[src/rtl/winograd_pkg.sv]
// Shared definitions for the Winograd input-transform tile path.
//   W          element width in bits
//   TILE_ELEMS elements per 4x4 tile
//   TILE_BITS  packed tile width; element (r,c) sits at bits [(r*4+c)*W +: W]
//   state_e    sequencer FSM states
package winograd_pkg;

  parameter int unsigned W = 8;
  localparam int unsigned TILE_ELEMS = 16;
  localparam int unsigned TILE_BITS = W * TILE_ELEMS;

  typedef enum logic [1:0] {
    StIdle,
    StRun,
    StDrain,
    StDone
  } state_e;

endpackage

[src/rtl/tile_fifo.sv]
// Synchronous first-word-fall-through FIFO with occupancy count.
// The head entry is visible on pop_data whenever empty is low.
//   clk, rstn   clock, asynchronous active-low reset
//   push        write push_data (ignored when full and not popping)
//   push_data   entry to write
//   pop         consume the head entry (ignored when empty)
//   pop_data    head entry (undefined while empty)
//   empty, full occupancy flags
//   count       number of stored entries, 0..DEPTH
// DEPTH must be a power of two so the pointers wrap naturally.
module tile_fifo #(
  parameter int unsigned WIDTH = 8,
  parameter int unsigned DEPTH = 4,
  localparam int unsigned PTR_W = (DEPTH > 1) ? $clog2(DEPTH) : 1,
  localparam int unsigned CNT_W = $clog2(DEPTH + 1)
) (
  input  logic             clk,
  input  logic             rstn,
  input  logic             push,
  input  logic [WIDTH-1:0] push_data,
  input  logic             pop,
  output logic [WIDTH-1:0] pop_data,
  output logic             empty,
  output logic             full,
  output logic [CNT_W-1:0] count
);

  logic [WIDTH-1:0] mem_q [DEPTH];
  logic [PTR_W-1:0] wr_ptr_q, rd_ptr_q;
  logic [CNT_W-1:0] count_q, count_d;
  logic             push_ok, pop_ok;

  assign empty   = (count_q == '0);
  assign full    = (count_q == CNT_W'(DEPTH));
  assign count   = count_q;
  assign pop_ok  = pop && !empty;
  // A write into a full FIFO is allowed when the head leaves in the same cycle.
  assign push_ok = push && (!full || pop_ok);
  assign pop_data = mem_q[rd_ptr_q];

  always_comb begin
    count_d = count_q;
    case ({push_ok, pop_ok})
      2'b10:   count_d = count_q + CNT_W'(1);
      2'b01:   count_d = count_q - CNT_W'(1);
      default: count_d = count_q;
    endcase
  end

  always_ff @(posedge clk or negedge rstn) begin
    if (!rstn) begin
      wr_ptr_q <= '0;
      rd_ptr_q <= '0;
      count_q  <= '0;
    end else begin
      if (push_ok) wr_ptr_q <= wr_ptr_q + PTR_W'(1);
      if (pop_ok)  rd_ptr_q <= rd_ptr_q + PTR_W'(1);
      count_q <= count_d;
    end
  end

  always_ff @(posedge clk) begin
    if (push_ok) mem_q[wr_ptr_q] <= push_data;
  end

  assert property (@(posedge clk) disable iff (!rstn) !(push && full && !pop));
  assert property (@(posedge clk) disable iff (!rstn) !(pop && empty));

endmodule

[src/rtl/winograd_tile_sequencer.sv]
// Walks a tiles_x by tiles_y grid in raster order, reads each 4x4 tile from the
// tile buffer, passes it through the external 2-stage input transform and
// queues the transformed tile with its grid coordinates for a ready/valid sink.
// The transform cannot stall, so a read is issued only while the tiles already
// queued plus the tiles still inside the read/transform pipe leave a FIFO slot.
//   clk, rstn               clock, asynchronous active-low reset
//   start                   frame start pulse, honoured only when idle
//   cfg_tiles_x/_y          grid size, captured on an accepted start
//   busy, done              frame active / one-cycle completion pulse
//   rd_en, rd_addr, rd_data tile-buffer read port (data one cycle after rd_en)
//   xf_data_in/_out         transform input (= rd_data) and output (3 cycles after rd_en)
//   out_valid/ready/data    transformed tile stream
//   out_tx, out_ty          grid coordinates of out_data
module winograd_tile_sequencer
  import winograd_pkg::*;
#(
  parameter int unsigned W      = 8,
  parameter int unsigned ADDR_W = 10,
  parameter int unsigned TC_W   = 5,
  parameter int unsigned DEPTH  = 4
) (
  input  logic                       clk,
  input  logic                       rstn,
  input  logic                       start,
  input  logic [TC_W-1:0]            cfg_tiles_x,
  input  logic [TC_W-1:0]            cfg_tiles_y,
  output logic                       busy,
  output logic                       done,
  output logic                       rd_en,
  output logic [ADDR_W-1:0]          rd_addr,
  input  logic [W*TILE_ELEMS-1:0]    rd_data,
  output logic [W*TILE_ELEMS-1:0]    xf_data_in,
  input  logic [W*TILE_ELEMS-1:0]    xf_data_out,
  output logic                       out_valid,
  input  logic                       out_ready,
  output logic [W*TILE_ELEMS-1:0]    out_data,
  output logic [TC_W-1:0]            out_tx,
  output logic [TC_W-1:0]            out_ty
);

  localparam int unsigned DATA_W  = W * TILE_ELEMS;
  localparam int unsigned ENTRY_W = DATA_W + 2 * TC_W;
  localparam int unsigned CNT_W   = $clog2(DEPTH + 1);
  localparam logic [TC_W-1:0] TC_ONE = TC_W'(1);

  state_e state_q, state_d;

  logic [TC_W-1:0]   tiles_x_q, tiles_y_q;
  logic [TC_W-1:0]   tx_q, tx_d, ty_q, ty_d;
  logic [ADDR_W-1:0] base_q, base_d;

  // Valid/coordinate pipe aligned with rd_data, B_Td and xf_data_out.
  logic [2:0]        stg_valid_q;
  logic [2*TC_W-1:0] stg_coord_q [3];

  logic              accept_start, cfg_zero, credit, issue;
  logic              tx_wrap, last_issue, drain_done;
  logic [1:0]        inflight;
  logic [CNT_W:0]    occupancy;

  logic              fifo_push, fifo_pop, fifo_empty, fifo_full;
  logic [CNT_W-1:0]  fifo_count;
  logic [ENTRY_W-1:0] fifo_wdata, fifo_rdata;

  assign accept_start = (state_q == StIdle) && start;
  assign cfg_zero     = (cfg_tiles_x == '0) || (cfg_tiles_y == '0);

  assign inflight  = 2'(stg_valid_q[0]) + 2'(stg_valid_q[1]) + 2'(stg_valid_q[2]);
  assign occupancy = (CNT_W + 1)'(fifo_count) + (CNT_W + 1)'(inflight);
  // Credit uses registered state only, so rd_en has no combinational path from out_ready.
  assign credit    = occupancy < (CNT_W + 1)'(DEPTH);

  assign issue      = rd_en;
  assign tx_wrap    = (tx_q == tiles_x_q - TC_ONE);
  assign last_issue = issue && tx_wrap && (ty_q == tiles_y_q - TC_ONE);

  // The last tile leaves once the pipe is empty and the FIFO is empty after this cycle's pop.
  assign drain_done = (inflight == 2'd0) &&
                      ((fifo_count == '0) || ((fifo_count == CNT_W'(1)) && fifo_pop));

  // ---------------------------------------------------------------------------
  // FSM
  // ---------------------------------------------------------------------------
  always_ff @(posedge clk or negedge rstn) begin
    if (!rstn) begin
      state_q <= StIdle;
    end else begin
      state_q <= state_d;
    end
  end

  always_comb begin
    state_d = state_q;
    case (state_q)
      StIdle:  if (start) state_d = cfg_zero ? StDone : StRun;
      StRun:   if (last_issue) state_d = StDrain;
      StDrain: if (drain_done) state_d = StDone;
      StDone:  state_d = StIdle;
      default: state_d = StIdle;
    endcase
  end

  always_comb begin
    busy  = 1'b1;
    done  = 1'b0;
    rd_en = 1'b0;
    case (state_q)
      StIdle:  busy  = 1'b0;
      StRun:   rd_en = credit;
      StDone:  done  = 1'b1;
      default: ;
    endcase
  end

  // ---------------------------------------------------------------------------
  // Grid walk
  // ---------------------------------------------------------------------------
  always_comb begin
    tx_d   = tx_q;
    ty_d   = ty_q;
    base_d = base_q;
    if (accept_start) begin
      tx_d   = '0;
      ty_d   = '0;
      base_d = '0;
    end else if (issue) begin
      if (tx_wrap) begin
        tx_d   = '0;
        ty_d   = ty_q + TC_ONE;
        base_d = base_q + ADDR_W'(tiles_x_q);
      end else begin
        tx_d = tx_q + TC_ONE;
      end
    end
  end

  always_ff @(posedge clk or negedge rstn) begin
    if (!rstn) begin
      tiles_x_q <= '0;
      tiles_y_q <= '0;
      tx_q      <= '0;
      ty_q      <= '0;
      base_q    <= '0;
    end else begin
      if (accept_start) begin
        tiles_x_q <= cfg_tiles_x;
        tiles_y_q <= cfg_tiles_y;
      end
      tx_q   <= tx_d;
      ty_q   <= ty_d;
      base_q <= base_d;
    end
  end

  assign rd_addr    = base_q + ADDR_W'(tx_q);
  assign xf_data_in = rd_data;

  // ---------------------------------------------------------------------------
  // In-flight tracking
  // ---------------------------------------------------------------------------
  always_ff @(posedge clk or negedge rstn) begin
    if (!rstn) begin
      stg_valid_q <= '0;
      for (int i = 0; i < 3; i++) stg_coord_q[i] <= '0;
    end else begin
      stg_valid_q    <= {stg_valid_q[1:0], issue};
      stg_coord_q[0] <= {tx_q, ty_q};
      stg_coord_q[1] <= stg_coord_q[0];
      stg_coord_q[2] <= stg_coord_q[1];
    end
  end

  // ---------------------------------------------------------------------------
  // Output queue
  // ---------------------------------------------------------------------------
  assign fifo_push  = stg_valid_q[2];
  assign fifo_wdata = {xf_data_out, stg_coord_q[2]};
  assign fifo_pop   = out_valid && out_ready;

  tile_fifo #(
    .WIDTH (ENTRY_W),
    .DEPTH (DEPTH)
  ) u_fifo (
    .clk       (clk),
    .rstn      (rstn),
    .push      (fifo_push),
    .push_data (fifo_wdata),
    .pop       (fifo_pop),
    .pop_data  (fifo_rdata),
    .empty     (fifo_empty),
    .full      (fifo_full),
    .count     (fifo_count)
  );

  assign out_valid = !fifo_empty;
  // Gate the payload so it reads as zero while nothing is queued (storage is not reset).
  assign out_data  = fifo_empty ? '0 : fifo_rdata[ENTRY_W-1 -: DATA_W];
  assign out_tx    = fifo_empty ? '0 : fifo_rdata[2*TC_W-1 -: TC_W];
  assign out_ty    = fifo_empty ? '0 : fifo_rdata[TC_W-1:0];

  assert property (@(posedge clk) disable iff (!rstn) !(fifo_push && fifo_full && !fifo_pop));
  assert property (@(posedge clk) disable iff (!rstn) occupancy <= (CNT_W + 1)'(DEPTH));

endmodule

[config.mk]
export PLATFORM = sky130hd
export DESIGN_NAME = winograd_tile_sequencer
export DESIGN_NICKNAME = d
export VERILOG_FILES = /design/src/rtl/winograd_pkg.sv /design/src/rtl/tile_fifo.sv /design/src/rtl/winograd_tile_sequencer.sv
export SDC_FILE = /design/constraint.sdc
export NUM_CORES = 1
export LEC_CHECK = 0
export ABC_CLOCK_PERIOD_IN_PS = 4700
export CAP_MARGIN = 20
export CORE_AREA = 5 5 297 299
export DETAILED_ROUTE_END_ITERATION = 8
export DIE_AREA = 0 0 302 304
export GPL_ROUTABILITY_DRIVEN = 0
export PLACE_DENSITY = 0.65
export SYNTH_ARGS = -nofsm -noshare
export SYNTH_HDL_FRONTEND = slang
export SYNTH_SLANG_ARGS = --single-unit
[constraint.sdc]
create_clock -name clk -period 4.7 [get_ports clk]
set_clock_uncertainty 0.05 [all_clocks]
set_input_delay 0.94 -clock clk [delete_from_list [all_inputs] [get_ports clk]]
set_output_delay 0.94 -clock clk [all_outputs]
set_load 0.03 [all_outputs]
-- Yosys cells after proc, flatten, opt, wreduce, memory -nomap -nowiden
Memories as Yosys holds them, arrays and structs flattened.
Index checks and enable logic that the tools add are counted.
- add/sub/neg operators: 13
- reduce and logical (&&, ||, !) cells: 23
- $lt $le $gt $ge: 1
- eq/ne operators: 12
- muxes and demuxes: 23
- operator list (kind ; number):
    2-to-1 mux 128 bit ; 1
    2-to-1 mux 5 bit ; 8
    2-to-1 mux 10 bit ; 3
    adder 10 x 5 -> 10 bit ; 2
    adder 5 x 1 -> 5 bit, second input constant ; 2
    equality test 5 bit ; 2
    logical NOT 5 bit ; 2
    subtractor 5 x 1 -> 5 bit, second input constant ; 2
    logical AND 1 bit ; 8
    2-to-1 mux 2 bit ; 4
    case mux 2 bit (4 select lines) ; 1
    equality test 2 bit, second input constant ; 3
    inequality test 2 bit, second input constant ; 3
    case mux 3 bit (2 select lines) ; 1
    nonzero test 2 bit ; 3
    2-to-1 mux 1 bit ; 5
    adder 2 x 1 -> 2 bit, second input constant ; 2
    adder 3 x 2 -> 4 bit ; 1
    equality test 2 x 1 -> 1 bit, second input constant ; 2
    logical NOT 2 bit ; 2
    less-than comparator 4 x 3 -> 1 bit, second input constant ; 1
    adder 3 x 1 -> 3 bit, second input constant ; 1
    equality test 3 x 1 -> 1 bit, second input constant ; 1
    equality test 3 bit, second input constant ; 1
    8 further kinds ; 11
- register bits: 72
- RAM bits: 552
- memories kept: 1
- output and inout bits: 280
- word-level logic and storage cells: 86
- memory list (name ; words ; width ; read ports ; clocked after memory_dff ; wr ports ; line ; source):
    u_fifo.mem_q ; 4 ; 138 ; 1 ; 0 ; 1 ; tile_fifo.sv:28 ; logic [WIDTH-1:0] mem_q [DEPTH];

-- Logic depth before layout (Yosys ltp)
Gate-level depths: netlist of run 1.
- depth in word-level cells: 9
- gate-level depth with buffers: 9

-- By module
From an unflattened synthesis of run 1, not the netlist that was laid out.
- cells, all modules: 1342
- area total of the unflattened synthesis: 25354.3 um^2
- by module, submodules not included (module ; sequential area each (um^2) ; cells each ; instances ; area each (um^2)):
    tile_fifo ; 16751.1 ; 775 ; 1 ; 20374.5
    winograd_tile_sequencer ; 1626.6 ; 567 ; 1 ; 4979.8

-- Worst setup path before layout of run 1
OpenSTA, ideal clock, no wires.
- kind: input -> register
- start: in out_ready
- end: mem u_fifo.mem_q[0][0] (netlist bit), enable pin
- stages on the path: 4
- required time: 4.136 ns
- arrival time: 4.842 ns
- buffers on the path: 1
- slack: -0.706 ns
- cells stage by stage: clkbuf_1 > inv_1 > a31oi_1 > and2_1
- cells in the longest elaborated chain, start to end: 6
- ends and longest elaborated chain (what ; line ; source):
    from (decl) ; winograd_tile_sequencer.sv:35 ; input logic out_ready,
    logical AND 1 bit ; winograd_tile_sequencer.sv:178 ; assign fifo_pop = out_valid && out_ready;
    logical AND 1 bit ; tile_fifo.sv:36 ; assign pop_ok = pop && !empty;
    logical OR 1 bit ; tile_fifo.sv:38 ; assign push_ok = push && (!full || pop_ok);
    logical AND 1 bit ; tile_fifo.sv:38 ;
    2-to-1 mux 1 bit ; tile_fifo.sv:63 ; if (push_ok) mem_q[wr_ptr_q] <= push_data;
    2-to-1 mux 1 bit (not written as such) ; tile_fifo.sv:63 ;
    to (decl) ; tile_fifo.sv:28 ;
Every way passes these cells.

-- Final worst setup path of run 1
- start: reg u_fifo.count_q[1] (netlist: u_fifo.count[1])
- end: out out_data[28]
- cells in the longest elaborated chain, start to end: 2
- ends and longest elaborated chain (what ; line ; source):
    from (decl) ; tile_fifo.sv:30 ; logic [CNT_W-1:0] count_q, count_d;
    from (signal assigned) ; tile_fifo.sv:58 ; count_q <= count_d;
    logical NOT 3 bit ; tile_fifo.sv:33 ; assign empty = (count_q == '0);
    2-to-1 mux 128 bit ; winograd_tile_sequencer.sv:197 ; assign out_data = fifo_empty ? '0 : fifo_rdata[ENTRY_W-1 -: DATA_W];
    to (decl) ; winograd_tile_sequencer.sv:36 ; output logic [W*TILE_ELEMS-1:0] out_data,
Every way passes these cells.

==> results of run 1 <==
-- power by group --
group | leakage, uW | internal (uW) | switching, uW | total [uW]
combinational | 0.00334 | 3750 | 4700 | 8450
clock | 0.00114 | 3250 | 2220 | 5480
sequential | 0.00593 | 6960 | 469 | 7430
total | 0.0104 | 14000 | 7390 | 21400
-- state kept, by name, summed over array words and instances, names as in the netlist --
| register | flops |
|---|---|
| tiles_x_q | 5 |
| fifo_wdata | 10 |
| u_fifo.wr_ptr_q | 2 |
| ty_q | 5 |
| tiles_y_q | 5 |
| tx_q | 5 |
| u_fifo.mem_q | 552 |
| state_q | 2 |
| base_q | 10 |
| u_fifo.rd_ptr_q | 2 |
| u_fifo.count | 3 |
| stg_coord_q | 20 |
| stg_valid_q | 3 |
-- layer usage --
layer  up-vias  track usage (%)  share of wire [%]
met5         -           0.3175               0.12
met4         6            4.678                3.2
met3       161            3.774                7.8
met2       440            20.92                 50
met1      6443            15.50                 39
li1       5507                -                  -
-- Yosys cell counts, drive strengths merged --
cell       n
xor2      13
o311ai     1
edfxtp   552
a211o      1
o21ai     20
clkbuf    36
o311a      1
a21o       2
o31ai      2
nand2b     3
o41ai      3
a21oi     18
o21bai     1
ha        28
clkinv     1
nor2      23
and2     147
a31oi      2
nand4bb    1
nor3       7
or4        2
nand3     12
or2b       1
fa         3
mux2i      2
and2b      1
o211ai     4
nand4      3
a21boi     2
o21a       1
buf      149
a211oi     3
inv       22
mux4     138
nor2b      2
or3        3
xnor2     19
o2111ai    2
o22ai      1
nor4       2
a32oi      1
nand3b     2
dfrtp     72
nand2     42
-- how the worst max path moves through the flow --
stage                                      to  slack (ns)  cells after the start
final                            out_data[28]        0.33                      6
after global routing                out_tx[2]        0.04                      6
after CTS                           out_tx[2]        0.22                      6
after detailed placement  u_fifo.mem_q[3][88]        0.85                      5
after global placement              out_ty[0]        0.96                      6
after floorplan            u_fifo.mem_q[0][0]        0.81                      4
-- kinds of logic after synthesis --
group | after synthesis | synth area share [%]
buffers and inverters | 208 | 5.079
AOI/OAI and AO/OA | 65 | 1.657
DFF | 624 | 72.64
adders and majority gates | 31 | 1.622
muxes | 140 | 12.36
xor gates and xnor gates | 32 | 1.108
and+or+nand+nor | 251 | 5.524
-- per-stage QoR --
| stage | power, uW | setup WS, ns | hold slack, ns |
|---|---|---|---|
| after global placement | 16040 | 0.9614 | 0.2842 |
| after global routing | 22440 | 0.03833 | 0.2912 |
| after detailed placement | 16190 | 0.8483 | 0.2855 |
| final | 21360 | 0.3273 | 0.2928 |
| after CTS | 21780 | 0.2189 | 0.2861 |
| after floorplan | 12880 | 0.8118 | 0.2812 |
-- worst max-delay path: stages (launching register included) --
cell             delay, ns
dfrtp_1               0.46
inv_1                 0.15
ha_1                  0.31
nand2b_4              0.60
buf_4                 0.38
and2_1                0.18
clkdlybuf4s50_1       0.68
-- layout make-up --
type	instances	area [um^2]
fill	7895	53640
inverter	23	86.33
sequential	624	18390
clock inverter	46	500.5
clock buffer	82	1849
timing repair buffer	325	3326
tap	1144	1431
multi-input combinational	519	5653
antenna	2	5.005
==> impl_results.md, run 1 <==
* Share of cells above drive strength 1 at roughly 18%
* CP Launch Point: u_fifo.count[1]
* Clock Tree Root: clkbuf_16
* Leakage at 0.01040 uW
* Synth top area cells: edfxtp_1 (66%), mux4_2 (12%), dfrtp_1 (7.1%), buf_4 (3.8%), and2_1 (3.6%)
* Setup crit end kind: output port
* Largest net degree at the start of global routing at 110
* Vias at 12560
* Min-Delay Startpoint: stg_coord_q[13]
* Area Overhead vs Synth at 23.47%
* Final worst-path cycle share at approximately 93%
* Most common cell after layout, fill and taps aside: edfxtp_1
* Yosys cell types at 49
* Fin. Hold Viols at 0
* TritonRoute pass-1 iters at 5
* I/O pin total at 550
* Final min period at 4.373 ns
* Seq/Total Area, Yosys at 72.64%
* Vias/cell at roughly 4.5
* Worst-path fanout max at 55
* Final setup TNS at 0 ns
* Syn Inst Count at around 1400
* Critical path class: flop to output port
* Dpl cells at 2634
* Synth top area share at 65.52%
* Worst Tran Pin Value at 0.8569 ns
* Worst skew pair latency at between 0.5 and 0.6 ns
* Initial core utilization at 29.80%
* DP HPWL at 38570 um
* Die footprint at 91810 um^2
* Net Count, Synth at approximately 1700
* Number of antenna violations at the first check in global routing at 8
* Worst slew margin at 42.88%
* Worst reg2reg path startpoint: u_fifo.count[1]
* Clk slew on worst S/H paths at 0.06 ns
* Number of global-route vias before repair at 13540
* Rows at ~110
* Power density over cell area at 683.8 nW/um^2
* Post-layout util at between 30% and 40%
* Worst hold path type: flop to flop
* Final setup violation count at 0
* FF+latch count, synth at approximately 620
* Core area at roughly 85000 um^2
* Most frequent cells in the layout: edfxtp_1 (552), clkdlybuf4s50_1 (292), and2_1 (143)
* Height of the chip at roughly 300 um
* H-Tree Depth at 3
* TritonCTS clock tree: done
* Outcome: finished, final reports clean
* Cts bufs inserted at approximately 70
* Final WL at about 59000 um
* Clock Sinks at 624
* Hold path endpoint: fifo_wdata[3]
* Slew Viols, Final at 0
* Avg WL per Cell at between 20 and 25 um
* Global route overflow at 0
* Max-cap violation count at 0
* Worst-case clock buffer depth at 3
* Hold path cells at 0
* Finished Layout Cells at 2765
* RSZ-0062 raised after global routing: false
* Detailed router's first-iteration violation count at 738
* Post-route ant nets at 0
* Cell taking the most area after synthesis: edfxtp_1
* Startpoint types: flop
* Fin nets at 1865
* Post-CTS Setup Bufs at 0
* Crit path required time at around 3.7 ns
* Post-CTS Resized at 0
* DP Area at 28870 um^2
* Global Route Usage Sum at 12.58%
* Reg-to-Reg End: u_fifo.mem_q[3][101]
* Reg2reg path depth at 5
* Design Area, Final at between 30000 and 40000 um^2
* CP Data Arrival Time at 3.38 ns
* Max rail drop VDD at 0.3346 mV
* Post-Syn Area at 25300 um^2
* Cts hold-fix bufs at 0
* First-pass GRT wire length at 87400 um
* Die width at between 300 and 400 um
* Reg2reg setup slack at approximately 1.7 ns
* Fmax at 0.2287 GHz
* IO Port Bufs at ~290
* Synth warn at 0
* Detailed-route DRC error count at 0
* Syn_area_per_cell at about 19 um^2
Power figures use the tool's default switching activity.
==> run 2, diff against run 1 <==
--- a/config.mk
+++ b/config.mk
@@ -7,11 +7,14 @@
 export LEC_CHECK = 0
 export ABC_CLOCK_PERIOD_IN_PS = 4700
 export CAP_MARGIN = 20
+export CELL_PAD_IN_SITES_DETAIL_PLACEMENT = 1
+export CELL_PAD_IN_SITES_GLOBAL_PLACEMENT = 1
 export CORE_AREA = 5 5 297 299
+export CTS_CLUSTER_SIZE = 14
 export DETAILED_ROUTE_END_ITERATION = 8
 export DIE_AREA = 0 0 302 304
 export GPL_ROUTABILITY_DRIVEN = 0
-export PLACE_DENSITY = 0.65
+export PLACE_DENSITY = 0.72
 export SYNTH_ARGS = -nofsm -noshare
 export SYNTH_HDL_FRONTEND = slang
 export SYNTH_SLANG_ARGS = --single-unit
==> run 2 against run 1 <==
Sequential share of layout area grew 0.11 points. Critical path depth unchanged. Sequential cell count unchanged. Core utilization down 0.066 points. Setup slack improved by 0.061 ns. Non-clock buffer count is 5 lower. Critical path type unchanged. Largest power group unchanged. Highest routed layer unchanged.
==> impl_results.md, run 2 (synthesized netlist as in run 1, its figures left out) <==
* Core area at between 80000 and 90000 um^2
* Clk slew on worst S/H paths at 0.06 ns
* Dpl cells at 2630
* H-Tree Depth at 3
* Finished Layout Cells at 2759
* Vias/cell at 4.574
* Setup crit end kind: output port
* Fin. Hold Viols at 0
* Post-CTS Resized at 0
* Fin nets at around 1900
* Fmax at 0.2319 GHz
* Max rail drop VDD at 0.3766 mV
* CP top delay family: buffers and inverters
* Vias at 12620
* First-pass GRT wire length at 91910 um
* Biggest register: u_fifo.mem_q
* Worst skew pair latency at 0.60 ns
* RSZ-0062 raised after global routing: false
* Slew Viols, Final at 0
* DP HPWL at 39770 um
* Largest net degree at the start of global routing at 95
* Power density over cell area at about 680 nW/um^2
* Post-CTS Setup Bufs at 0
* Final setup TNS at 0 ns
* Outcome: finished, final reports clean
* IO Port Bufs at 293
* CP cell instances: inv_1 > ha_1 > nand2b_4 > buf_12 > and2_1 > clkdlybuf4s50_1
* Largest regs: u_fifo.mem_q (552), stg_coord_q (20)
* Initial core utilization at 29.80%
* Max-cap violation count at 0
* TritonRoute pass-1 iters at 5
* Crit path required time at 3.71 ns
* Leakage at 0.01036 uW
* Global Route Usage Sum at 13.13%
* Final min period at between 4 and 5 ns
* TritonCTS clock tree: done
* Share of cells above drive strength 1 at 17.30%
* WP buf/inv at 3
* Number of antenna violations at the first check in global routing at 8
* Final setup violation count at 0
* I/O pin total at 550
* Post-route ant nets at 0
* Die footprint at 91810 um^2
* Worst Tran Pin Value at 0.8691 ns
* CP peak stage delay at 0.72 ns
* Worst-case clock buffer depth at 3
* CP Data Arrival Time at roughly 3.3 ns
* Design Area, Final at 31180 um^2
* Most frequent cells in the layout: edfxtp_1 (552), clkdlybuf4s50_1 (292), and2_1 (143)
* Rows at between 100 and 150
* Height of the chip at 304 um
* Detailed-route DRC error count at 0
* Cts bufs inserted at 70
* FILL cells at 8493
* Area Overhead vs Synth at 23.25%
* DP Area at approximately 29000 um^2
* Critical path class: flop to output port
* Worst slew margin at between 40% and 50%
* Worst-path fanout max at 58
* Detailed router's first-iteration violation count at 731
* Avg WL per Cell at roughly 22 um
* Number of global-route vias before repair at 14270
* Clock Sinks at 624
* Final worst-path cycle share at 91.74%
* Global route overflow at 0
* Worst hold path type: flop to flop
* Cts hold-fix bufs at 0
* Crit-path slowest cell: clkdlybuf4s50_1
* Most common cell after layout, fill and taps aside: edfxtp_1
* Final WL at 61400 um
* Max FFs per register at 552
* Die width at between 300 and 400 um
* Startpoint types: flop
* Clock Tree Root: clkbuf_16
[run 2: stage by stage]
stage	setup WS [ns]	total power, uW	util (%)	hold WS (ns)
final	0.3882	21310	36.73	0.2972
after global routing	0.1318	22400	36.73	0.3033
after CTS	0.2654	21710	36.73	0.2989
after detailed placement	0.9554	16240	34.06	0.2856
after global placement	0.9747	16050	34.06	0.2857
after floorplan	0.8118	12880	-	0.2812
[run 2: worst reg2reg max path, cell delays in order, from the launching register on]
cell and delay, ns:
dfrtp_1 0.49, fa_1 0.44, ha_1 0.28, nand3_1 0.08
nand3_1 0.08, buf_4 0.20, clkinv_1 0.20, nand2_1 0.32
or4_1 0.55, a21oi_1 0.15
[run 2: path summary, 6_finish.rpt]
check,end,slack (ns),startpoint,cells after the start
max in group asynchronous,u_fifo.rd_ptr_q[0],3.37,rstn,2
min in group asynchronous,base_q[2],0.39,rstn,1
worst min-delay path,stg_coord_q[18],0.30,stg_coord_q[28],0
worst max-delay path,out_data[126],0.39,u_fifo.count[1],6
worst max register to register,base_q[8],1.79,stg_valid_q[2],9
worst min register to register,stg_coord_q[18],0.30,stg_coord_q[28],0
[run 2: power by group]
group	internal (uW)	total (uW)	switching, uW	leakage (uW)
clock	3150	5360	2200	0.00110
sequential	6970	7380	410	0.00593
combinational	3740	8580	4830	0.00333
[run 2: cell type report]
class | count | area [um^2] | share of cell area (%)
Tap cell | 1144 | 1431 | 4.591
Clock buffer | 86 | 1843 | 5.911
Timing Repair Buffer | 320 | 3356 | 10.76
Sequential cell | 624 | 18390 | 58.96
Antenna cell | 2 | 5.005 | 0.01605
Clock inverter | 41 | 420.4 | 1.348
Multi-Input combinational cell | 519 | 5653 | 18.13
Inverter | 23 | 86.33 | 0.2769
[run 2: layer usage]
layer | routed length, um | vias up | global-route usage [%]
met5 | 123 | - | 0.4233
met4 | 1634 | 12 | 4.377
met3 | 5331 | 148 | 4.723
met2 | 29480 | 453 | 21.25
met1 | 24830 | 6518 | 16.39
li1 | - | 5489 | -
